--- src/rtl/uart_msg_framer_pkg.sv ---
// Shared types and constants for the UART message framer.
// Holds the FSM state encoding, the default inter-word timeout and a width helper.
// The CHECK state exists only when MSG_CHECKSUM_EN is defined.
package uart_msg_framer_pkg;

    // About two UART words at 9600 baud with a 54 MHz core clock
    localparam int DEFAULT_TIMEOUT_CLKS = 112500;

`ifdef MSG_CHECKSUM_EN
    typedef enum logic [1:0] {
        ST_IDLE    = 2'd0,
        ST_COLLECT = 2'd1,
        ST_CHECK   = 2'd2
    } state_t;
`else
    typedef enum logic [0:0] {
        ST_IDLE    = 1'b0,
        ST_COLLECT = 1'b1
    } state_t;
`endif

    function automatic int msg_width(input int word_size, input int words);
        return word_size * words;
    endfunction

endpackage

--- src/rtl/msg_fifo_fwft.sv ---
// First-word-fall-through message FIFO: head entry is always visible on head_dat.
// Latency: a push shows on head_vld the cycle after the push edge; pop is immediate.
// Backpressure: a push into a full FIFO without a same-cycle pop is dropped and flagged on drop.
module msg_fifo_fwft #(
    parameter  int WIDTH = 32,
    parameter  int DEPTH = 8,
    localparam int PTR_W = $clog2(DEPTH),
    localparam int LVL_W = $clog2(DEPTH + 1)
) (
    input  logic             clk,
    input  logic             n_reset,
    input  logic             push_vld,
    input  logic [WIDTH-1:0] push_dat,
    input  logic             pop_rdy,
    output logic             head_vld,
    output logic [WIDTH-1:0] head_dat,
    output logic [LVL_W-1:0] level,
    output logic             drop
);

    logic [WIDTH-1:0] mem [DEPTH];
    logic [PTR_W-1:0] wr_ptr;
    logic [PTR_W-1:0] rd_ptr;
    logic             full;
    logic             empty;
    logic             do_pop;
    logic             do_push;

    // A pop frees the head slot in the same cycle, so a full FIFO can still accept a push then
    assign empty    = (level == '0);
    assign full     = (level == LVL_W'(DEPTH));
    assign do_pop   = pop_rdy && !empty;
    assign do_push  = push_vld && (!full || do_pop);
    assign drop     = push_vld && full && !do_pop;
    assign head_vld = !empty;
    assign head_dat = mem[rd_ptr];

    // Storage: cleared on reset so the head reads zero until the first message lands
    always_ff @(posedge clk or negedge n_reset) begin
        if (!n_reset) begin
            for (int i = 0; i < DEPTH; i++) begin
                mem[i] <= '0;
            end
        end else if (do_push) begin
            mem[wr_ptr] <= push_dat;
        end
    end

    // Pointers wrap naturally at DEPTH; level tracks occupancy for full/empty
    always_ff @(posedge clk or negedge n_reset) begin
        if (!n_reset) begin
            wr_ptr <= '0;
            rd_ptr <= '0;
            level  <= '0;
        end else begin
            if (do_push) begin
                wr_ptr <= wr_ptr + PTR_W'(1);
            end
            if (do_pop) begin
                rd_ptr <= rd_ptr + PTR_W'(1);
            end
            if (do_push && !do_pop) begin
                level <= level + LVL_W'(1);
            end else if (do_pop && !do_push) begin
                level <= level - LVL_W'(1);
            end
        end
    end

endmodule

--- src/rtl/uart_msg_framer.sv ---
// Packs WORDS_PER_PACKET UART words into a message, drops stalled partials, queues messages in a FWFT FIFO.
// Latency: last word strobed at edge N -> msg_valid high after edge N+1 (empty FIFO).
// Backpressure: msg_ready pops the head; complete packets arriving to a full FIFO are dropped (overflow_err).
// Optional trailing checksum word when MSG_CHECKSUM_EN is defined.
module uart_msg_framer
    import uart_msg_framer_pkg::*;
#(
    parameter int WORD_SIZE        = 8,
    parameter int WORDS_PER_PACKET = 4,
    parameter int FIFO_DEPTH       = 8,
    parameter int TIMEOUT_CLKS     = DEFAULT_TIMEOUT_CLKS
) (
    input  logic                                   clk,
    input  logic                                   n_reset,
    input  logic [WORD_SIZE-1:0]                   rx_data,
    input  logic                                   rx_valid,
    output logic [WORD_SIZE*WORDS_PER_PACKET-1:0]  msg_data,
    output logic                                   msg_valid,
    input  logic                                   msg_ready,
    output logic [$clog2(FIFO_DEPTH+1)-1:0]        fifo_level,
    output logic                                   timeout_err,
    output logic                                   overflow_err,
    input  logic                                   err_clear
`ifdef MSG_CHECKSUM_EN
  , output logic                                   checksum_err
`endif
);

    localparam int MSG_W = msg_width(WORD_SIZE, WORDS_PER_PACKET);
    localparam int CNT_W = $clog2(WORDS_PER_PACKET + 1);
    localparam int TMO_W = $clog2(TIMEOUT_CLKS + 1);

    state_t             state;
    state_t             state_nxt;
    logic [CNT_W-1:0]   word_cnt;
    logic [CNT_W-1:0]   word_cnt_nxt;
    logic [TMO_W-1:0]   tmo_cnt;
    logic [TMO_W-1:0]   tmo_cnt_nxt;
    logic [MSG_W-1:0]   pkt_dat;
    logic               tmo_expired;
    logic               load_word;
    logic               push_nxt;
    logic               push_vld;
    logic               tmo_fire;
    logic               fifo_drop;
`ifdef MSG_CHECKSUM_EN
    logic [WORD_SIZE-1:0] csum;
    logic                 csum_bad;
`endif

    assign tmo_expired = (tmo_cnt == TMO_W'(TIMEOUT_CLKS - 1));

    // Next-state logic: collect words, time out idle partials; a word on the timeout cycle wins
    always_comb begin
        state_nxt    = state;
        word_cnt_nxt = word_cnt;
        tmo_cnt_nxt  = tmo_cnt;
        load_word    = 1'b0;
        push_nxt     = 1'b0;
        tmo_fire     = 1'b0;
`ifdef MSG_CHECKSUM_EN
        csum_bad     = 1'b0;
`endif
        case (state)
            ST_IDLE: begin
                if (rx_valid) begin
                    load_word    = 1'b1;
                    word_cnt_nxt = CNT_W'(1);
                    tmo_cnt_nxt  = '0;
                    state_nxt    = ST_COLLECT;
                end
            end
            ST_COLLECT: begin
                if (rx_valid) begin
                    load_word   = 1'b1;
                    tmo_cnt_nxt = '0;
                    if (word_cnt == CNT_W'(WORDS_PER_PACKET - 1)) begin
`ifdef MSG_CHECKSUM_EN
                        state_nxt = ST_CHECK;
`else
                        push_nxt  = 1'b1;
                        state_nxt = ST_IDLE;
`endif
                    end else begin
                        word_cnt_nxt = word_cnt + CNT_W'(1);
                    end
                end else if (tmo_expired) begin
                    tmo_fire  = 1'b1;
                    state_nxt = ST_IDLE;
                end else begin
                    tmo_cnt_nxt = tmo_cnt + TMO_W'(1);
                end
            end
`ifdef MSG_CHECKSUM_EN
            ST_CHECK: begin
                if (rx_valid) begin
                    tmo_cnt_nxt = '0;
                    push_nxt    = (rx_data == csum);
                    csum_bad    = (rx_data != csum);
                    state_nxt   = ST_IDLE;
                end else if (tmo_expired) begin
                    tmo_fire  = 1'b1;
                    state_nxt = ST_IDLE;
                end else begin
                    tmo_cnt_nxt = tmo_cnt + TMO_W'(1);
                end
            end
`endif
            default: state_nxt = ST_IDLE;
        endcase
    end

    // FSM, counters and the registered push / timeout strobes
    always_ff @(posedge clk or negedge n_reset) begin
        if (!n_reset) begin
            state       <= ST_IDLE;
            word_cnt    <= '0;
            tmo_cnt     <= '0;
            push_vld    <= 1'b0;
            timeout_err <= 1'b0;
        end else begin
            state       <= state_nxt;
            word_cnt    <= word_cnt_nxt;
            tmo_cnt     <= tmo_cnt_nxt;
            push_vld    <= push_nxt;
            timeout_err <= tmo_fire;
        end
    end

    // Shift words in from the LS end so the first received word ends up in the MS bits
    always_ff @(posedge clk or negedge n_reset) begin
        if (!n_reset) begin
            pkt_dat <= '0;
        end else if (load_word) begin
            pkt_dat <= {pkt_dat[MSG_W-WORD_SIZE-1:0], rx_data};
        end
    end

`ifdef MSG_CHECKSUM_EN
    // Running modular sum of payload words, restarted by the first word of each packet
    always_ff @(posedge clk or negedge n_reset) begin
        if (!n_reset) begin
            csum <= '0;
        end else if (load_word) begin
            csum <= (state == ST_IDLE) ? rx_data : csum + rx_data;
        end
    end

    // Sticky checksum error; a new mismatch beats a simultaneous clear
    always_ff @(posedge clk or negedge n_reset) begin
        if (!n_reset) begin
            checksum_err <= 1'b0;
        end else if (csum_bad) begin
            checksum_err <= 1'b1;
        end else if (err_clear) begin
            checksum_err <= 1'b0;
        end
    end
`endif

    // Sticky overflow error; a new drop beats a simultaneous clear
    always_ff @(posedge clk or negedge n_reset) begin
        if (!n_reset) begin
            overflow_err <= 1'b0;
        end else if (fifo_drop) begin
            overflow_err <= 1'b1;
        end else if (err_clear) begin
            overflow_err <= 1'b0;
        end
    end

    msg_fifo_fwft #(
        .WIDTH (MSG_W),
        .DEPTH (FIFO_DEPTH)
    ) u_fifo (
        .clk      (clk),
        .n_reset  (n_reset),
        .push_vld (push_vld),
        .push_dat (pkt_dat),
        .pop_rdy  (msg_ready),
        .head_vld (msg_valid),
        .head_dat (msg_data),
        .level    (fifo_level),
        .drop     (fifo_drop)
    );

endmodule
--- config.mk ---
export PLATFORM = sky130hd
export DESIGN_NAME = uart_msg_framer
export DESIGN_NICKNAME = d
export VERILOG_FILES = /design/src/rtl/uart_msg_framer_pkg.sv /design/src/rtl/msg_fifo_fwft.sv /design/src/rtl/uart_msg_framer.sv
export SDC_FILE = /design/constraint.sdc
export NUM_CORES = 1
export LEC_CHECK = 0
export BUFFER_PORTS_ARGS = -buffer_cell sky130_fd_sc_hd__buf_2
export CORE_ASPECT_RATIO = 0.6
export CORE_MARGIN = 5
export CORE_UTILIZATION = 50
export CTS_CLUSTER_DIAMETER = 50
export DETAILED_ROUTE_END_ITERATION = 12
export PLACE_DENSITY = 0.72
export SKIP_CTS_REPAIR_TIMING = 1
export SYNTH_ARGS = -nofsm -noshare
export SYNTH_HDL_FRONTEND = slang
export SYNTH_SLANG_ARGS = --single-unit
--- constraint.sdc ---
create_clock -name clk -period 3.55 [get_ports clk]
set_clock_uncertainty 0.05 [all_clocks]
set_input_delay 0.5325 -clock clk [delete_from_list [all_inputs] [get_ports clk]]
set_output_delay 0.5325 -clock clk [all_outputs]
set_load 0.01 [all_outputs]
Word-level counts from Yosys, hierarchy flattened. Cells that the tools add are included.

Reductions and logical operators: 17. Mux-type cells: 29. $lt $le $gt $ge: 3. Equality and inequality tests: 7. Bitwise logic cells: 3. Add/sub/neg operators: 6.

Operators by type and width (number): 256-bit bitwise mux (1); 32-bit binary-select mux with 3-bit select (1); 32-bit demux with 3-bit select (1); 32-bit two-way mux (3); 17-bit two-way mux (3); 17-bit one-hot mux with 2 select lines (1); 17-bit by 1-bit adder with 17-bit output, second input constant (1); 17-bit == test, second input constant (1); 1-bit two-way mux (12); 3-bit by 1-bit adder with 3-bit output, second input constant (3); 3-bit two-way mux (3); 4-bit >= comparator, second input constant (2); 4-bit two-way mux (2); 3-bit NOT with 4-bit output (2); 1-bit logical AND (7); 2-bit != test, second input constant (3); 3-bit one-hot mux with 2 select lines (1); 4-bit by 1-bit adder with 4-bit output, second input constant (1); 4-bit == test, second input constant (1); 1-bit zero test (4); 4-bit zero test (1); 4-bit by 1-bit < comparator with 1-bit output, second input constant (1); 2-bit nonzero test (2); 4-bit by 1-bit subtractor with 4-bit output, second input constant (1); 7 further kinds (7).

Logic and storage cells: 83. Output and inout port bits: 39. Register bits: 322. Bits of input ports: 13.

Longest topological paths before layout. Gate-level depths: netlist (run 1).

Word-level depth: 9. Depth in mapped cells: 10. Depth with buffers taken out: 10.

Hierarchy. From an unflattened synthesis (run 1), not the netlist that was laid out.

Cell total of the unflattened synthesis: 906. Area, all modules: 14485.1 sq um.

Modules (own cells, without submodules): msg_fifo_fwft (instances 1, area each 12100.4 sq um, cells an instance 723, seq. area each 6656.4 sq um); uart_msg_framer (instances 1, area each 2384.8 sq um, cells an instance 183, seq. area each 1401.3 sq um).

Worst setup path after synthesis (run 1). OpenSTA, ideal clock, no wires.

Kind: register -> register. Start point: register u_fifo.level[0]. End point: register u_fifo.level[3]. Setup slack: 750 ps. Data arrival time: 2613 ps. Clock period less this slack: 2800 ps. Path buffers: 0. Data required time: 3364 ps. Stages on the path, launching flop included: 10. Library setup time: 136 ps. Cell sequence: dfrtp_1 -> or3_4 -> or2_2 -> nand2_1 -> ha_1 -> inv_1 -> ha_1 -> a21o_2 -> a2111oi_0 -> o31ai_1.

Longest elaborated chain between the ends: 8. Elaborated cells between the ends (all ways): 16. Those cells by class: 2 x add/sub; 1 x eq/ne; 2 x mux; 11 x reduce/logical.

Ends and longest elaborated chain: from (decl) (RTL line msg_fifo_fwft.sv:17) `output logic [LVL_W-1:0] level,`; from (signal assigned) (RTL line msg_fifo_fwft.sv:63) `level <= level + LVL_W'(1);`; from (signal assigned) (RTL line msg_fifo_fwft.sv:65) `level <= level - LVL_W'(1);`; 4-bit zero test (*) (RTL line msg_fifo_fwft.sv:30) `assign empty = (level == '0);`; 1-bit zero test (*); net msg_valid (RTL line uart_msg_framer.sv:18) `output logic msg_valid,`; 1-bit logical AND (*) (RTL line msg_fifo_fwft.sv:32) `assign do_pop = pop_rdy && !empty;`; 1-bit logical OR (RTL line msg_fifo_fwft.sv:33) `assign do_push = push_vld && (!full || do_pop);`; 1-bit logical AND (RTL line msg_fifo_fwft.sv:33); 1-bit zero test (RTL line msg_fifo_fwft.sv:64) `end else if (do_pop && !do_push) begin`; 1-bit logical AND (RTL line msg_fifo_fwft.sv:64); 2-bit nonzero test (no line).

The timed path passes the listed nets; every way through them passes the cells marked *. The select of a mux whose other input is x is not followed. A chain may end at the register's enable or synchronous reset.

Worst setup path after layout (run 1).
Start point: register u_fifo.rd_ptr[0]. End point: output port msg_data[23].

Longest elaborated chain between the ends: 4.

Ends and longest elaborated chain: from (decl) (RTL line msg_fifo_fwft.sv:23) `logic [PTR_W-1:0] rd_ptr;`; from (signal assigned) (RTL line msg_fifo_fwft.sv:60) `rd_ptr <= rd_ptr + PTR_W'(1);`; 3-bit NOT with 4-bit output (not written as such) (RTL line msg_fifo_fwft.sv:36) `assign head_dat = mem[rd_ptr];`; 32-bit binary-select mux with 3-bit select (RTL line msg_fifo_fwft.sv:36); 32-bit two-way mux (not written as such) (2 in series) (RTL line msg_fifo_fwft.sv:36); to (decl) (RTL line uart_msg_framer.sv:17) `output logic [WORD_SIZE*WORDS_PER_PACKET-1:0] msg_data,`.

Every way passes these cells. The select of a mux whose other input is x is not followed.

==> run summary, run 1 <==
status -> finished clean
Worst-path clk slew -> 0.06 ns
HPWL after detailed placement -> 18000 um
Slew @ Worst Pin -> 0.780 ns
Final Hold Viols -> 0
Most Crowded Layer GR -> met1
final core utilization -> 0.564
async set or reset register ratio after synthesis -> 1.00
# diodes -> 0
Setup violations, final -> 0
Slowest-stage cell, CP -> dfrtp_4
port bufs -> 51
# fillers -> 2334
GP Congestion -> 0.778
most frequent cell after synthesis -> dfrtp_1
initial core utilization -> 0.511
sequential share of the synthesized area -> 0.545
final net count -> 987
VDD IR max -> 0.00102 V
Die Area -> 33200 um^2
critical path class -> register to output port
synth cell count leaders -> dfrtp_1, mux2_2, mux4_2
critical path startpoint -> u_fifo.rd_ptr[0]
Sw Ratio -> 0.297
Req. time, crit path -> 2.97 ns
Synth Warn # -> 0
synth top area cells -> dfrtp_1, mux2_2, mux4_2
register share of total power -> 0.441
first-pass GRT wire length -> 48900 um
largest net degree at the start of global routing -> 84
PD cells -> 794 nW/um^2
Avg Cell Area, Syn -> 15.7 um^2
Crit. End Element -> output port
root buffer cell -> clkbuf_16
CTS Buf Count -> 29
Ports -> 52
switching power -> 0.00385 W
Die X -> 232 um
Pre-Repair DR Iteration Count -> 4
worst path cell trace -> buf_4 -> mux4_2 -> mux2_2 -> buf_2
Post-synth top flop -> dfrtp_1
Yosys top cell area share -> 0.545
GRT Util Overall -> 0.185
unrepaired setup endpoints after global routing -> no
CTS Buffer Depth -> 3
Hold Path Class -> input pin to register
vias in the first global route -> 8337
Post-Syn Area -> 14800 um^2
Routed WL -> 29700 um
Critical Path AT -> 2.61 ns
startpoint types -> register
layout cell share with drive strength beyond 1 -> 0.527
leading area contributor after synthesis -> dfrtp_1
DIE HEIGHT -> 143 um
WL per Instance -> 21.4 um
Synth Net Count -> 962
total gr overflow -> 0
top achievable clock speed -> 0.313 GHz
Design Power -> 0.0130 W
Netlist cell types -> 52
via count -> 7898
max-slew violation count -> 0
CTS Sinks -> 322
initial antenna violation count -> 0
core area -> 28900 um^2
Clk pwr share -> 0.248
minimum clock period after layout -> 3.19 ns
Largest stage delay, worst path -> 0.63 ns
Hold Slack -> 0.130 ns
Lkg Pwr -> 7.84 nW
DRT iter0 DRCs -> 530
internal power -> 0.00912 W
Area growth syn-to-layout -> 10.5%
Tcrit/Tclk final -> 0.899
critical path fanouts, max -> 14
worst r2r src -> u_fifo.level[0]
met1 Track Usage GR -> 0.298
met2 Resource Use GR -> 0.270
DRC Markers -> 0
number of enable flip-flop cells after synthesis -> 0
setup TNS -> 0 ns
H-tree lvl count -> 1
cells after synthesis -> 940
Seq cells post-synth -> 322
max_cap viols -> 0
pre-CTS WS -> 0.580 ns
hold_sp -> err_clear
num rows -> 48
CTS tree -> done
Worst slew margin -> 0.480
Logic pwr share -> 0.311
clock latency on the worst-skew pair -> 0.56 ns
fin worst setup slack -> 0.359 ns
DRT antenna net count -> 0
vias per inst -> 5.70
met3 capacity usage during global routing -> 0.0322
## worst paths after layout
| kind | end | slack [ns] | depth (start not counted) |
|---|---|---|---|
| max | msg_data[23] | 0.36 | 4 |
| max reg2reg | u_fifo.level[3] | 0.59 | 9 |
| min | overflow_err | 0.13 | 2 |
| max in group asynchronous | u_fifo.mem[150] | 2.09 | 3 |
| min in group asynchronous | pkt_dat[4] | 0.50 | 2 |
| min reg2reg | u_fifo.mem[95] | 0.44 | 1 |
## per-layer routing
| metal | up-vias | share of wire |
|---|---|---|
| li1 | 3521 | - |
| met2 | 88 | 0.44 |
| met1 | 4263 | 0.52 |
| met3 | 26 | 0.031 |
| met4 | 0 | 0.012 |
| met5 | - | 0 |
## registers in the layout, indices dropped and copies added (netlist names)
| name | flops |
|---|---|
| overflow_err | 1 |
| state | 1 |
| timeout_err | 1 |
| push_vld | 1 |
| u_fifo.rd_ptr | 3 |
| u_fifo.level | 4 |
| u_fifo.mem | 256 |
| u_fifo.wr_ptr | 3 |
| tmo_cnt | 17 |
| pkt_dat | 32 |
| word_cnt | 3 |
## kinds of logic (layout without fill, tap and decap cells)
kind of cell	Yosys count	count (layout)	synth area share
adders and majority gates	9	9	0.00813
DFF	322	322	0.545
buffers and inverters	89	135	0.0354
AOI/OAI and AO/OA	29	29	0.0133
and+or+nand+nor	88	88	0.0352
xor gates and xnor gates	15	15	0.00889
muxes	388	388	0.354
## worst max-delay path: cells and delay by family (launching register included)
kind                   cells  cell delay [ns]
buffers and inverters      2             0.53
muxes                      2             0.89
DFF                        1             0.63
## cells in the final DEF, fill, tap and decap left out, types with 3 or more instances in the layout
cell type,synthesis,layout
a21oi_1,9,9
and4_1,3,3
buf_12,3,9
buf_2,7,50
buf_4,9,14
clkbuf_1,20,8
clkbuf_16,0,29
clkbuf_8,0,10
dfrtp_1,322,319
ha_1,8,8
inv_1,7,7
mux2_2,282,282
mux2_4,38,38
mux4_2,64,64
nand2_1,21,21
nand3_1,7,7
nand4_1,4,4
nand4b_2,3,3
nor2_1,15,15
nor3_1,8,8
nor4_1,4,4
o21ai_0,7,7
or3_1,6,6
xnor2_1,9,9
xor2_1,6,6
## power groups by stage
stage | Clock (W) | Sequential, W | Combinational, W
global route | 0.00345 | 0.00587 | 0.00439
finish | 0.00322 | 0.00572 | 0.00404
global placement | 0 | 0.00572 | 0.00401
floorplan | 0 | 0.00531 | 0.00329
CTS | 0.00328 | 0.00571 | 0.00411
detailed placement | 0 | 0.00575 | 0.00410
## layout make-up
cell class | count | area (um^2) | area share
sequential | 322 | 8060 | 0.494
multi-input combinational | 529 | 6200 | 0.380
clock buffer | 47 | 893 | 0.0547
timing repair buffer | 75 | 561 | 0.0343
clock inverter | 5 | 78.8 | 0.00483
tap | 400 | 500 | 0.0307
inverter | 8 | 30.0 | 0.00184
## metrics by stage
step	cell area, um^2	std cells
floorplan	14800	940
global placement	15300	1333
detailed placement	15300	1333
CTS	16300	1385
global route	16300	1386
finish	16300	1386
(Power assumes the default switching activity.)
==> inputs of run 2 (changes only) <==
--- a/config.mk
+++ b/config.mk
@@ -5,13 +5,13 @@
 export SDC_FILE = /design/constraint.sdc
 export NUM_CORES = 1
 export LEC_CHECK = 0
-export BUFFER_PORTS_ARGS = -buffer_cell sky130_fd_sc_hd__buf_2
+export BUFFER_PORTS_ARGS = -buffer_cell sky130_fd_sc_hd__buf_4
 export CORE_ASPECT_RATIO = 0.6
 export CORE_MARGIN = 5
 export CORE_UTILIZATION = 50
 export CTS_CLUSTER_DIAMETER = 50
 export DETAILED_ROUTE_END_ITERATION = 12
-export PLACE_DENSITY = 0.72
+export PLACE_DENSITY = 0.76
 export SKIP_CTS_REPAIR_TIMING = 1
 export SYNTH_ARGS = -nofsm -noshare
 export SYNTH_HDL_FRONTEND = slang
==> run 2 against run 1 <==
Compared with the run above:
- the flow now finishes with violations (negative hold slack)
- fmax is 6.7% higher
- clock-buffer cell count decreased by 9
- setup slack improved by 0.20 ns
- global-route usage is 0.30 points lower
- cell count decreased by 0.22%
- register-to-register slack about the same
- wire length fell by 0.74%
- largest cell class unchanged
==> run summary, run 2 (synthesized netlist as in run 1, its figures left out) <==
initial core utilization -> 0.511
DRC Markers -> 0
critical path fanouts, max -> 30
final net count -> 986
Tcrit/Tclk final -> 0.843
Critical Path AT -> 2.41 ns
CTS Sinks -> 322
vias in the first global route -> 8443
root buffer cell -> clkbuf_16
CTS tree -> done
DIE HEIGHT -> 143 um
clock latency on the worst-skew pair -> 0.56 ns
HPWL after detailed placement -> 18300 um
DRT iter0 DRCs -> 565
setup TNS -> 0 ns
minimum clock period after layout -> 2.99 ns
Area growth syn-to-layout -> 11.1%
Largest register FFs -> 256
VDD IR max -> 0.000405 V
Req. time, crit path -> 2.97 ns
pre-CTS WS -> 0.557 ns
core area -> 28900 um^2
num rows -> 48
GRT Util Overall -> 0.182
Slew @ Worst Pin -> 0.794 ns
first-pass GRT wire length -> 48300 um
critical path's top delay family -> multiplexers
H-tree lvl count -> 1
Slowest-stage cell, CP -> dfrtp_4
top achievable clock speed -> 0.334 GHz
CTS Buf Count -> 28
total gr overflow -> 0
Worst slew margin -> 0.471
Top Registers -> u_fifo.mem x256, pkt_dat x32, tmo_cnt x17
max-slew violation count -> 0
port bufs -> 51
commonest non-fill, non-tap cells in the layout -> dfrtp_1, mux2_2, mux4_2
failing checks -> negative hold slack
vias per inst -> 5.72
startpoint types -> register
Ports -> 52
register area -> 8060 um^2
Setup violations, final -> 0
status -> finished with violations
via count -> 7916
Worst-path clk slew -> 0.07 ns
Final Hold Viols -> 39
GP Congestion -> 0.780
final core utilization -> 0.567
WL per Instance -> 21.3 um
Crit. End Element -> output port
largest net degree at the start of global routing -> 100
Hold Slack -> -0.0468 ns
Hold Path Class -> input pin to async pin
layout cell share with drive strength beyond 1 -> 0.530
unrepaired setup endpoints after global routing -> no
Pre-Repair DR Iteration Count -> 4
largest register by flop count -> u_fifo.mem
Design Power -> 0.0130 W
max_cap viols -> 0
worst path cell trace -> buf_12 -> mux4_2 -> mux2_2 -> buf_4
Routed WL -> 29400 um
DRT antenna net count -> 0
# diodes -> 0
critical path class -> register to output port
fin worst setup slack -> 0.558 ns
multi-input logic area -> 6200 um^2
Lkg Pwr -> 7.84 nW
most common cell after layout, fill and taps aside -> dfrtp_1
PD cells -> 792 nW/um^2
# fillers -> 2306
Die X -> 232 um
CP bufs+invs -> 2
CTS Buffer Depth -> 3
initial antenna violation count -> 0
Largest stage delay, worst path -> 0.53 ns
Die Area -> 33200 um^2
[run 2: changes by cell type in the layout (fill, tap and decap cells not counted), sizes merged]
cell | before | now
inv | 9 | 8
clkinv | 2 | 6
dlygate4sd3 | 1 | 0
buf | 74 | 75
clkbuf | 47 | 38
clkinvlp | 0 | 3
[run 2: layout make-up]
class                   instances  area share
multi-input cells             529       0.378
flip-flops and latches        322       0.491
inverters                       8     0.00183
repair buffers                 75      0.0431
clock inverters                11     0.00686
well taps                     400      0.0305
clock buffers                  38      0.0487
[run 2: per-layer routing]
layer / vias up / track usage / part of all wire
li1: 3509 / - / -
met1: 4258 / 0.288 / 0.51
met2: 114 / 0.271 / 0.44
met3: 35 / 0.0306 / 0.037
met4: 0 / 0.0304 / 0.015
met5: - / 0 / 0
[run 2: worst paths after layout]
check | from | to | slack (ns) | cells after the start
max reg2reg | u_fifo.level[0] | u_fifo.level[3] | 0.58 | 9
max in group asynchronous | n_reset | u_fifo.mem[239] | 2.58 | 2
min reg2reg | u_fifo.mem[0] | u_fifo.mem[0] | 0.45 | 1
min | n_reset | u_fifo.mem[100] | -0.05 | 1
min in group clk | err_clear | overflow_err | 0.12 | 2
max | u_fifo.rd_ptr[0] | msg_data[15] | 0.56 | 4
[run 2: metrics by stage]
stage	instance area [um^2]	instances
final	16400	1383
after global routing	16400	1383
after CTS	16400	1383
after detailed placement	15500	1334
after global placement	15500	1334
after floorplan	14800	940
[run 2: power by group]
group | total [W] | switching (W) | internal (W)
sequential | 0.00577 | 0.000939 | 0.00484
clock | 0.00309 | 0.00137 | 0.00172
combinational | 0.00414 | 0.00154 | 0.00259
total | 0.0130 | 0.00385 | 0.00915
